===== config.mk =====
export PLATFORM = sky130hd
export DESIGN_NAME = seven_seg_scan_flat
export DESIGN_NICKNAME = d
export VERILOG_FILES = /design/src/rtl/seven_seg_scan_if.sv /design/src/rtl/seven_seg_scan.sv /design/src/flat_wrapper.sv
export SDC_FILE = /design/constraint.sdc
export NUM_CORES = 1
export LEC_CHECK = 0
export CORE_MARGIN = 5
export CORE_UTILIZATION = 53
export CTS_BUF_LIST = sky130_fd_sc_hd__clkbuf_16
export CTS_CLUSTER_DIAMETER = 150
export DETAILED_ROUTE_END_ITERATION = 12
export PLACE_DENSITY = 0.84
export SLEW_MARGIN = 20
export SYNTH_ARGS = -nofsm -noshare
export SYNTH_HDL_FRONTEND = slang
export SYNTH_SLANG_ARGS = --single-unit

===== constraint.sdc =====
create_clock -name clk -period 3.7 [get_ports clk]
set_input_delay 0.37 -clock clk [delete_from_list [all_inputs] [get_ports clk]]
set_output_delay 0.37 -clock clk [all_outputs]
set_load 0.03 [all_outputs]

===== src/rtl/seven_seg_scan_if.sv =====
// Display-register side of the seven-segment scanner: digit codes and blink
// mask in, segment/anode pins and frame marker out.
interface seven_seg_scan_if #(
    parameter int DIGITS = 8
);
    logic                  enable;
    logic [5*DIGITS-1:0]   data;
    logic [DIGITS-1:0]     blink_mask;
    logic [7:0]            segments;
    logic [DIGITS-1:0]     anodes;
    logic                  frame_start;

    modport master (
        output enable, data, blink_mask,
        input  segments, anodes, frame_start
    );

    modport slave (
        input  enable, data, blink_mask,
        output segments, anodes, frame_start
    );
endinterface


===== src/rtl/seven_seg_scan.sv =====
// Time-multiplexed common-anode seven-segment driver with frame-coherent
// capture, per-digit blink, optional hex glyphs and anti-ghosting dead time.
module seven_seg_scan #(
    parameter int DIGITS       = 8,
    parameter int SCAN_DIV     = 100000,
    parameter int BLANK_CYCLES = 2,
    parameter int BLINK_FRAMES = 64,
    parameter int HEX_EN       = 0
) (
    input  logic              clk,
    input  logic              rst,
    seven_seg_scan_if.slave   bus
);
    localparam int CNT_W = $clog2(SCAN_DIV);
    localparam int IDX_W = (DIGITS > 1) ? $clog2(DIGITS) : 1;
    localparam int FC_W  = (BLINK_FRAMES > 1) ? $clog2(BLINK_FRAMES) : 1;

    logic [CNT_W-1:0]     r_cnt;
    logic [IDX_W-1:0]     r_idx;
    logic [FC_W-1:0]      r_fcnt;
    logic                 r_phase;
    logic [5*DIGITS-1:0]  r_sh_data;
    logic [DIGITS-1:0]    r_sh_mask;
    logic [7:0]           r_seg;
    logic [DIGITS-1:0]    r_an;

    logic                 w_cnt_tc;
    logic                 w_idx_tc;
    logic                 w_frame;
    logic                 w_lit;
    logic                 w_blank;
    logic [4:0]           w_code;
    logic [6:0]           w_glyph;

    assign w_cnt_tc = (r_cnt == CNT_W'(SCAN_DIV - 1));
    assign w_idx_tc = (r_idx == IDX_W'(DIGITS - 1));
    assign w_frame  = (r_cnt == '0) && (r_idx == '0);
    assign w_code   = r_sh_data[5*int'(r_idx) +: 5];
    assign w_lit    = bus.enable && (int'(r_cnt) >= BLANK_CYCLES);
    assign w_blank  = r_phase && r_sh_mask[r_idx];

    // Masked with rst so the pulse stays low while reset is held, yet is
    // high in the very first cycle after release.
    assign bus.frame_start = w_frame && !rst;
    assign bus.segments    = r_seg;
    assign bus.anodes      = r_an;

    always_comb begin
        w_glyph = 7'b1111111;
        case (w_code[3:0])
            4'd0: w_glyph = 7'b0000001;
            4'd1: w_glyph = 7'b1001111;
            4'd2: w_glyph = 7'b0010010;
            4'd3: w_glyph = 7'b0000110;
            4'd4: w_glyph = 7'b1001100;
            4'd5: w_glyph = 7'b0100100;
            4'd6: w_glyph = 7'b0100000;
            4'd7: w_glyph = 7'b0001111;
            4'd8: w_glyph = 7'b0000000;
            4'd9: w_glyph = 7'b0001100;
            default: begin
                if (HEX_EN != 0) begin
                    case (w_code[3:0])
                        4'd10:   w_glyph = 7'b0001000;
                        4'd11:   w_glyph = 7'b1100000;
                        4'd12:   w_glyph = 7'b0110001;
                        4'd13:   w_glyph = 7'b1000010;
                        4'd14:   w_glyph = 7'b0110000;
                        default: w_glyph = 7'b0111000;
                    endcase
                end
            end
        endcase
    end

    always_ff @(posedge clk or posedge rst) begin
        if (rst) begin
            r_cnt     <= '0;
            r_idx     <= '0;
            r_fcnt    <= '0;
            r_phase   <= 1'b0;
            r_sh_data <= '0;
            r_sh_mask <= '0;
            r_seg     <= '1;
            r_an      <= '1;
        end else begin
            if (w_cnt_tc) begin
                r_cnt <= '0;
                r_idx <= w_idx_tc ? '0 : r_idx + IDX_W'(1);
            end else begin
                r_cnt <= r_cnt + CNT_W'(1);
            end

            if (w_frame) begin
                r_sh_data <= bus.data;
                r_sh_mask <= bus.blink_mask;
            end

            // Frames are counted as they end, so frame 0 after reset is the
            // first of BLINK_FRAMES lit frames.
            if (w_cnt_tc && w_idx_tc) begin
                if (r_fcnt == FC_W'(BLINK_FRAMES - 1)) begin
                    r_fcnt  <= '0;
                    r_phase <= ~r_phase;
                end else begin
                    r_fcnt <= r_fcnt + FC_W'(1);
                end
            end

            r_an  <= w_lit ? ~(DIGITS'(1) << r_idx) : '1;
            r_seg <= (!w_lit || w_blank) ? 8'hFF : {w_glyph, ~w_code[4]};
        end
    end
endmodule


===== src/flat_wrapper.sv =====
// flat-port wrapper written by rule: the top's interface ports become plain ports
module seven_seg_scan_flat 
#(
    parameter int DIGITS       = 8,
    parameter int SCAN_DIV     = 100000,
    parameter int BLANK_CYCLES = 2,
    parameter int BLINK_FRAMES = 64,
    parameter int HEX_EN       = 0
)
  (clk, rst, bus_enable, bus_data, bus_blink_mask, bus_segments, bus_anodes, bus_frame_start);
  seven_seg_scan_if #(.DIGITS(DIGITS)) bus_i ();
  input  logic clk;
  input  logic rst;
  input wire logic [$bits(bus_i.enable)-1:0] bus_enable;
  input wire logic [$bits(bus_i.data)-1:0] bus_data;
  input wire logic [$bits(bus_i.blink_mask)-1:0] bus_blink_mask;
  output wire logic [$bits(bus_i.segments)-1:0] bus_segments;
  output wire logic [$bits(bus_i.anodes)-1:0] bus_anodes;
  output wire logic [$bits(bus_i.frame_start)-1:0] bus_frame_start;
  assign bus_i.enable = bus_enable;
  assign bus_i.data = bus_data;
  assign bus_i.blink_mask = bus_blink_mask;
  assign bus_segments = bus_i.segments;
  assign bus_anodes = bus_i.anodes;
  assign bus_frame_start = bus_i.frame_start;
  seven_seg_scan #(.DIGITS(DIGITS), .SCAN_DIV(SCAN_DIV), .BLANK_CYCLES(BLANK_CYCLES), .BLINK_FRAMES(BLINK_FRAMES), .HEX_EN(HEX_EN)) u_core (.clk(clk), .rst(rst), .bus(bus_i));
endmodule

==> impl_metrics.csv, run 1 <==
group,metric,value,unit
outcome,status,"finished, final reports clean",
clocking,cts_resized,0,
placed_design,place_inst,476,
sta,tns,0,ns
sta,finalMaxSlewViolations,0,
finish,areaGrowthSynthToFinish,26.3,%
sta,hold_ws,0.494,ns
drt,vias,2762,
sta,rsz0062_at_grt,"no",
worst_setup_path,worst-path-buf-inv,2,
synthesis,synth-seq-cells,91,
drt,via_per_inst,5.61,
floorplanning,die_x,99.1,microns
power,finalPower,2250,uW
synthesis,syn_avg_cell_area,13.4,sq um
floorplanning,design.core.area,0.00773,sq mm
finish,fin_nets,446,
drt,drt-total-wl,8.78,mm
global_routing,grt_antenna_before_repair,0,
worst_setup_path,required,3.33,ns
global_routing,grt-ovfl-total,0,
finish,final_cells,492,
floorplanning,io-pin-count,68,
sta,finClkSkew,0.00848,ns
drt,wl_per_cell,17.8,microns
clocking,cts_tree,"done",
hold_path,hp-class,"reg -> reg",
finish,stdcell_area,0.00531,sq mm
worst_setup_path,worstSetupPathType,"reg -> out",
clocking,cts_sinks,91,
synthesis,synth_cells,314,
global_routing,grt_max_degree,55,
global_routing,grt_pass1_vias,2872,
clocking,clk_path_buf_depth,2,
finish,layout_commonest_cell,"dfrtp_1",
clocking,htreeDepth,3,
worst_setup_path,cpPeakStageDelay,0.76,ns
sta,period_needed,3.09,ns
floorplanning,start_util,0.545,
sta,hold_viol,0,
sta,min_period_over_period,0.834,
worst_setup_path,critPathMaxFanout,15,
finish,drive_gt1_frac,0.254,
synthesis,syn_area,0.00421,sq mm
finish,final_cell_mix,"dfrtp_1, clkdlybuf4s50_1, mux2_2",
clocking,clk_pin_slew,0.06,ns
synthesis,ys_types,45,
finish,antenna_cells,0,
global_routing,grt_util_all_layers,0.189,
synthesis,ys_warn_count,0,
worst_setup_path,end_kind,"output port",
floorplanning,rows,32,
placed_design,place_hpwl,5.89,mm
power,power_leakage,0.00217,uW
synthesis,synth-edff-count,0,
sta,finalSetupViolCount,0,
drt,antenna_left,0,
synthesis,yosys_most_used_dff,"dfrtp_1",
synthesis,syn_nets,375,
worst_setup_path,cp-start-kind,"flip-flop",
clocking,numCtsBuffers,9,
clocking,cts_root_buf,"clkbuf_16",
placed_design,place_area,0.00497,sq mm
placed_design,place_congestion,0.856,
floorplanning,die-area,0.00982,sq mm
sta,maxSlewHeadroom,0.377,
worst_setup_path,crit_family,"buffers and inverters",
power,ir_drop,310,uV
clocking,post_cts.repair.setup_buffers,0,
run,maxCapViolCount,0,
global_routing,grt_pass1_wl,14.5,mm
worst_setup_path,crit_slowest_cell,"clkdlybuf4s50_1",
drt,dr.pass1.iters,4,
sta,fmax,0.324,GHz
floorplanning,dieHeight,99.1,microns
clocking,hold_buffers,0,
power,p_per_area,424,mW/mm^2
drt,detail_route.iter0.violations,99,
worst_setup_path,path_cells,"inv_1, ha_1, nand2_1, nor4_1, clkdlybuf4s50_1",
drt,drcViolationCount,0,
clocking,clock_latency,0.34,ns
synthesis,seq_area_frac_synth,0.546,
placed_design,numPortBuffers,67,
sta,worstMarginPinSlew,0.933,ns
synthesis,async_reset_ff_frac,1.00,
worst_setup_path,arrival,2.72,ns
cell type report:
class	count	area, sq um
clock buffers	9	225
clock inverters	7	119
fillers	524	2410
inverters	7	27.5
multi-input cells	205	1820
flip-flops and latches	91	2300
well taps	102	128
repair buffers	71	701
cell usage after synthesis, types with 2 or more instances:
cell / count / area (sq um)
xnor2_1: 11 / 96.3
xor2_1: 7 / 61.3
dfstp_2: 16 / 420
nor4_1: 5 / 31.3
mux4_1: 9 / 236
a21oi_1: 3 / 15.0
inv_1: 7 / 26.3
nor3_1: 4 / 20.0
o31ai_1: 2 / 15.0
mux2i_1: 2 / 20.0
nor2_1: 18 / 67.6
o21ai_0: 5 / 25.0
dfrtp_1: 75 / 1880
ha_1: 10 / 125
mux4_2: 3 / 67.6
buf_6: 2 / 22.5
mux2_2: 53 / 597
nand4_1: 5 / 31.3
and2_1: 2 / 12.5
nand2_1: 28 / 105
nor2b_1: 3 / 18.8
buf_4: 3 / 22.5
nand3_1: 15 / 75.1
buf_2: 5 / 25.0
flip-flops by register name (all words and copies together), names as in the netlist:
signal and flops:
u_core.r_fcnt 6, u_core.r_cnt 17, u_core.r_sh_mask 8, u_core.r_sh_data 40, u_core.bus.segments 8, u_core.r_idx 3, u_core.bus.anodes 8, u_core.r_phase 1
report_power, final:
group / internal (uW) / switching (uW)
clock: 660 / 379
sequential: 1030 / 15.6
combinational: 96.1 / 71.0
total: 1790 / 466
metal layers:
layer / global-route usage / share of wire / vias to the layer above
li1: - / - / 1284
met1: 0.242 / 0.43 / 1400
met2: 0.319 / 0.51 / 63
met3: 0.0393 / 0.044 / 15
met4: 0.0672 / 0.017 / 0
met5: 0 / 0 / -
metrics by stage:
stage | setup slack (ns) | utilization
after global placement | 1.11 | 0.643
after CTS | 0.597 | 0.688
after floorplan | 0.993 | -
after global routing | 0.511 | 0.688
final | 0.614 | 0.688
after detailed placement | 1.05 | 0.643
final timing paths:
path | slack (ns) | cells past startpoint | end | from
setup / recovery | 0.61 | 5 | bus_frame_start | u_core.r_idx[0]
hold / removal | 0.49 | 1 | u_core.r_fcnt[4] | u_core.r_fcnt[4]
setup reg to reg | 1.16 | 5 | u_core.r_fcnt[1] | u_core.r_idx[0]
hold reg to reg | 0.49 | 1 | u_core.r_fcnt[4] | u_core.r_fcnt[4]
max in group asynchronous | 2.27 | 3 | u_core.bus.anodes[0] | rst
min in group asynchronous | 0.58 | 2 | u_core.r_cnt[1] | rst
cells by family after synthesis:
logic type               Yosys count  share of synthesized area
AO/OA/AOI/OAI                     22                     0.0363
XOR/XNOR                          18                     0.0375
adder cells (fa/ha/maj)           10                     0.0297
buffers and inverters             18                     0.0238
flip-flops                        91                      0.546
multiplexers                      69                      0.228
AND/OR/NAND/NOR                   86                     0.0990
worst reg2reg max path, cell delays in order (launching register included):
cell and delay, ns:
dfrtp_1 0.83, ha_1 0.29, ha_1 0.21, inv_1 0.09
nor4_1 0.59, mux2_2 0.40
No activity file was read; power rests on OpenSTA's default activity.
==> run 2, diff against run 1 <==
- CORE_UTILIZATION: 53 -> 48
- PLACE_DENSITY: 0.84 -> 0.81
- clock period: 3.7 -> 2.55 ns (I/O delays scaled with it)
==> run 2 against run 1 <==
  * Flip-flop and latch count unchanged
  * Global-route usage is 2.5 points lower
  * Clock skew fell by 0.0014 ns
  * Sequential share of layout area shrank 0.80 points
  * Largest power group is now the clock network
  * Largest cell class unchanged
==> impl_metrics.csv, run 2 (same netlist as run 1, synthesis figures left out) <==
group,metric,value,unit
sta,tns,0,ns
floorplanning,die-area,0.0107,sq mm
power,ir_drop,476,uV
finish,layout_commonest_cell,"dfrtp_1",
clocking,post_cts.repair.setup_buffers,0,
global_routing,grt_util_all_layers,0.164,
power,seqPwrFrac,0.462,
worst_setup_path,cp-start-kind,"flip-flop",
clocking,hold_buffers,0,
global_routing,grt_pass1_wl,14.5,mm
sta,rsz0062_at_grt,"no",
sta,finalMaxSlewViolations,0,
power,power_leakage,0.00222,uW
finish,areaGrowthSynthToFinish,28.7,%
finish,final_cell_mix,"dfrtp_1, clkdlybuf4s50_1, mux2_2",
placed_design,place_hpwl,6.17,mm
worst_setup_path,crit_family,"multiplexers",
clocking,numCtsBuffers,9,
outcome,status,"finished, final reports clean",
drt,dr.pass1.iters,4,
power,intPower,2610,uW
floorplanning,dieHeight,104,microns
worst_setup_path,end_kind,"flip-flop",
finish,largest_registers,"u_core.r_sh_data x40, u_core.r_cnt x17",
sta,min_period_over_period,0.924,
finish,final.fill_count,642,
drt,wl_per_cell,16.9,microns
sta,period_needed,2.36,ns
sta,fmax,0.424,GHz
worst_setup_path,crit_slowest_cell,"dfrtp_1",
clocking,cts_resized,0,
finish,largest_reg_flops,40,
worst_setup_path,cpPeakStageDelay,0.72,ns
global_routing,grt_antenna_before_repair,0,
finish,fin_nets,453,
placed_design,place_congestion,0.878,
worst_setup_path,critPathMaxFanout,12,
clocking,cts_sinks,91,
sta,worstMarginPinSlew,0.600,ns
worst_setup_path,worstSetupPathType,"reg -> reg",
drt,drcViolationCount,0,
sta,finalSetupViolCount,0,
floorplanning,start_util,0.487,
clocking,clk_pin_slew,0.07,ns
global_routing,grt-ovfl-total,0,
placed_design,numPortBuffers,67,
finish,largest_register,"u_core.r_sh_data",
sta,hold_ws,0.322,ns
sta,finClkSkew,0.00705,ns
power,clockPowerShare,0.464,
clocking,clock_latency,0.34,ns
sta,maxSlewHeadroom,0.600,
power,p_switching,683,uW
floorplanning,design.core.area,0.00864,sq mm
worst_setup_path,arrival,2.62,ns
power,p_per_area,608,mW/mm^2
drt,drt-total-wl,8.53,mm
global_routing,grt_max_degree,49,
global_routing,grt_pass1_vias,2933,
power,combPwrFrac,0.074,
clocking,htreeDepth,3,
floorplanning,rows,34,
drt,via_per_inst,5.43,
drt,vias,2743,
finish,drive_gt1_frac,0.272,
floorplanning,die_x,104,microns
run,maxCapViolCount,0,
hold_path,hp-class,"in -> async",
worst_setup_path,path_cells,"mux4_1, mux2_4, and2_1, o32ai_1, nand2_1",
power,p_sw_frac,0.207,
worst_setup_path,required,2.81,ns
clocking,clk_path_buf_depth,2,
drt,antenna_left,0,
finish,antenna_cells,0,
clocking,cts_root_buf,"clkbuf_16",
worst_setup_path,worst-path-buf-inv,0,
clocking,cts_tree,"done",
drt,detail_route.iter0.violations,108,
floorplanning,io-pin-count,68,
sta,hold_viol,0,
[run 2: cell count changes in the layout (fill, tap and decap cells not counted)]
cell / before / now
clkdlybuf4s50_1: 67 / 66
clkinv_4: 2 / 0
inv_6: 0 / 3
buf_12: 0 / 3
inv_1: 7 / 6
buf_4: 4 / 9
[run 2: layout make-up]
cell class,count,area (sq um),share of cell area
Clock buffer,9,225,0.0416
Clock inverter,7,121,0.0224
Inverter,7,30.0,0.00555
Multi-Input combinational cell,205,1820,0.336
Sequential cell,91,2300,0.424
Tap cell,108,135,0.0250
Timing Repair Buffer,78,788,0.146
[run 2: per-stage QoR]
stage	setup WS, ns	utilization	cell area [sq um]	power [uW]	cells
floorplan	0.394	-	4210	1660	314
global placement	0.329	0.587	5070	1780	489
detailed placement	0.233	0.587	5070	1790	489
CTS	0.168	0.627	5410	3320	505
global route	0.0325	0.627	5410	3400	505
finish	0.193	0.627	5410	3290	505
[run 2: path summary, 6_finish.rpt]
| kind | start | end | slack (ns) | cells after the start |
|---|---|---|---|---|
| max | u_core.r_idx[0] | u_core.bus.segments[7] | 0.19 | 5 |
| min | rst | u_core.r_cnt[0] | 0.32 | 2 |
| max reg2reg | u_core.r_idx[0] | u_core.bus.segments[7] | 0.19 | 5 |
| min reg2reg | u_core.r_fcnt[5] | u_core.r_fcnt[5] | 0.49 | 1 |
| max in group asynchronous | rst | u_core.bus.anodes[2] | 1.53 | 3 |
| min in group clk | u_core.r_fcnt[5] | u_core.r_fcnt[5] | 0.49 | 1 |
[run 2: power by group through the flow]
stage / Clock [uW] / Sequential (uW) / Combinational, uW
detailed placement: 0 / 1550 / 246
floorplan: 0 / 1560 / 104
CTS: 1550 / 1520 / 247
global placement: 0 / 1550 / 239
finish: 1530 / 1520 / 243
global route: 1610 / 1530 / 265
[run 2: per-layer routing]
layer  track usage  part of all wire
met5             0                 0
met4        0.0450             0.021
met2         0.252              0.48
met1         0.220              0.44
met3        0.0585             0.054
==> run 3, diff against run 2 <==
- PLACE_DENSITY: 0.81 -> 0.76
==> run 3 against run 2 <==
  * Critical path type is now reg -> out
  * Design area down 1.4%
  * Combinational power about the same
  * Clock skew up 0.0023 ns
==> impl_metrics.csv, run 3 (same netlist as run 1, synthesis figures left out) <==
group,metric,value,unit
worst_setup_path,cp-start-kind,"flip-flop",
sta,hold_ws,0.447,ns
drt,met3_length,435,microns
floorplanning,design.core.area,0.00864,sq mm
global_routing,grt_pass1_vias,2854,
finish,final_cell_mix,"dfrtp_1, clkdlybuf4s50_1, mux2_2",
drt,wl_met2,3.91,mm
placed_design,place_hpwl,5.83,mm
sta,finClkSkew,0.00936,ns
global_routing,grt_util_all_layers,0.156,
drt,wl_per_cell,16.4,microns
drt,vias,2753,
worst_setup_path,arrival,1.99,ns
floorplanning,start_util,0.487,
sta,rsz0062_at_grt,"no",
hold_path,hp-class,"in -> async",
floorplanning,rows,34,
worst_setup_path,cpPeakStageDelay,0.43,ns
drt,drcViolationCount,0,
sta,min_period_over_period,0.879,
sta,period_needed,2.24,ns
power,ir_drop,333,uV
worst_setup_path,worstSetupPathType,"reg -> out",
placed_design,place_congestion,0.825,
power,power_leakage,0.00217,uW
finish,drive_gt1_frac,0.261,
worst_setup_path,crit_slowest_cell,"dfrtp_1",
sta,worstMarginPinSlew,0.536,ns
worst_setup_path,crit_family,"simple AND/OR/NAND/NOR gates",
worst_setup_path,critPathLaunch,"u_core.r_cnt[10]",
floorplanning,dieHeight,104,microns
finish,largest_reg_flops,40,
finish,layout_commonest_cell,"dfrtp_1",
finish,final_cells,502,
clocking,clk_pin_slew,0.06,ns
drt,antenna_left,0,
sta,tns,0,ns
global_routing,grt_max_degree,92,
clocking,clock_latency,0.33,ns
finish,fin_nets,451,
worst_setup_path,rr_worst_depth,5,
sta,maxSlewHeadroom,0.642,
worst_setup_path,r2r-start,"u_core.r_idx[0]",
sta,finalSetupViolCount,0,
clocking,cts_tree,"done",
drt,detail_route.iter0.violations,158,
global_routing,grt_antenna_before_repair,0,
finish,final.fill_count,629,
power,p_per_area,569,mW/mm^2
clocking,numCtsBuffers,9,
sta,hold_viol,0,
finish,antenna_cells,0,
sta,finalMaxSlewViolations,0,
worst_setup_path,path_cells,"nor4_1, nand4_1, nor4_1, buf_4, buf_12",
clocking,clk_path_buf_depth,2,
worst_setup_path,critPathMaxFanout,6,
run,maxCapViolCount,0,
power,finalPower,3040,uW
finish,seq_area,0.00230,sq mm
drt,top_layer,"met4",
clocking,hold_buffers,0,
clocking,cts_root_buf,"clkbuf_16",
finish,largest_register,"u_core.r_sh_data",
drt,dr.pass1.iters,4,
global_routing,grt-ovfl-total,0,
clocking,post_cts.repair.setup_buffers,0,
clocking,cts_sinks,91,
outcome,status,"finished, final reports clean",
finish,largest_registers,"u_core.r_sh_data x40, u_core.r_cnt x17",
placed_design,numPortBuffers,67,
drt,wl_met1,3.84,mm
sta,fmax,0.446,GHz
finish,multi_input_area,0.00182,sq mm
worst_setup_path,required,2.30,ns
drt,via_per_inst,5.48,
floorplanning,die-area,0.0107,sq mm
worst_setup_path,reg2reg_slack,0.36,ns
clocking,htreeDepth,3,
worst_setup_path,crit_top_cell,"nor4_1",
global_routing,grt_pass1_wl,13.9,mm
clocking,cts_resized,0,
drt,drt-total-wl,8.23,mm
floorplanning,die_x,104,microns
finish,areaGrowthSynthToFinish,26.8,%
worst_setup_path,end_kind,"output port",
floorplanning,io-pin-count,68,
worst_setup_path,rr_endpoint,"u_core.bus.segments[7]",
worst_setup_path,worst-path-buf-inv,2,
placed_design,place_inst,487,
-- run 3: cell types whose count changed in the layout (fill, tap and decap cells not counted), sizes merged --
cell / previous run / this run
buf: 12 / 10
bufinv: 3 / 1
clkinv: 1 / 2
clkinvlp: 1 / 2
inv: 9 / 8
-- run 3: per-layer routing --
layer,up-vias,global-route usage
met5,-,0
met4,0,0.0328
met3,2,0.0442
met2,83,0.238
met1,1382,0.224
li1,1286,-
-- run 3: worst max path at each step --
stage	endpoint	cells past startpoint
2_1_floorplan	bus_frame_start	5
3_3_place_gp	u_core.r_fcnt[5]	6
3_5_place_dp	u_core.r_fcnt[5]	6
4_1_cts	bus_frame_start	6
5_1_grt	bus_frame_start	6
6_report	bus_frame_start	5
-- run 3: metrics by stage --
stage           util  worst slack, ns  area, sq um
6_report       0.618            0.309         5340
2_1_floorplan      -            0.394         4210
3_3_place_gp   0.585            0.248         5050
4_1_cts        0.618            0.107         5340
5_1_grt        0.618            0.151         5340
3_5_place_dp   0.585            0.131         5050
-- run 3: worst min-delay path, stage by stage --
cell	delay [ns]
clkdlybuf4s50_1	0.47
clkinvlp_4	0.11
buf_12	0.37
-- run 3: where the power goes --
part | internal (uW) | leakage (uW) | total, uW | switching [uW]
sequential | 1500 | 0.00109 | 1520 | 21.6
clock | 747 | 0.000138 | 1270 | 527
combinational | 141 | 0.000945 | 241 | 100
-- run 3: area by class of cell --
type | count | area share
Tap cell | 108 | 0.0253
Clock buffer | 9 | 0.0422
Sequential cell | 91 | 0.431
Timing Repair Buffer | 76 | 0.145
Inverter | 7 | 0.00563
Clock inverter | 6 | 0.0108
Multi-Input combinational cell | 205 | 0.340
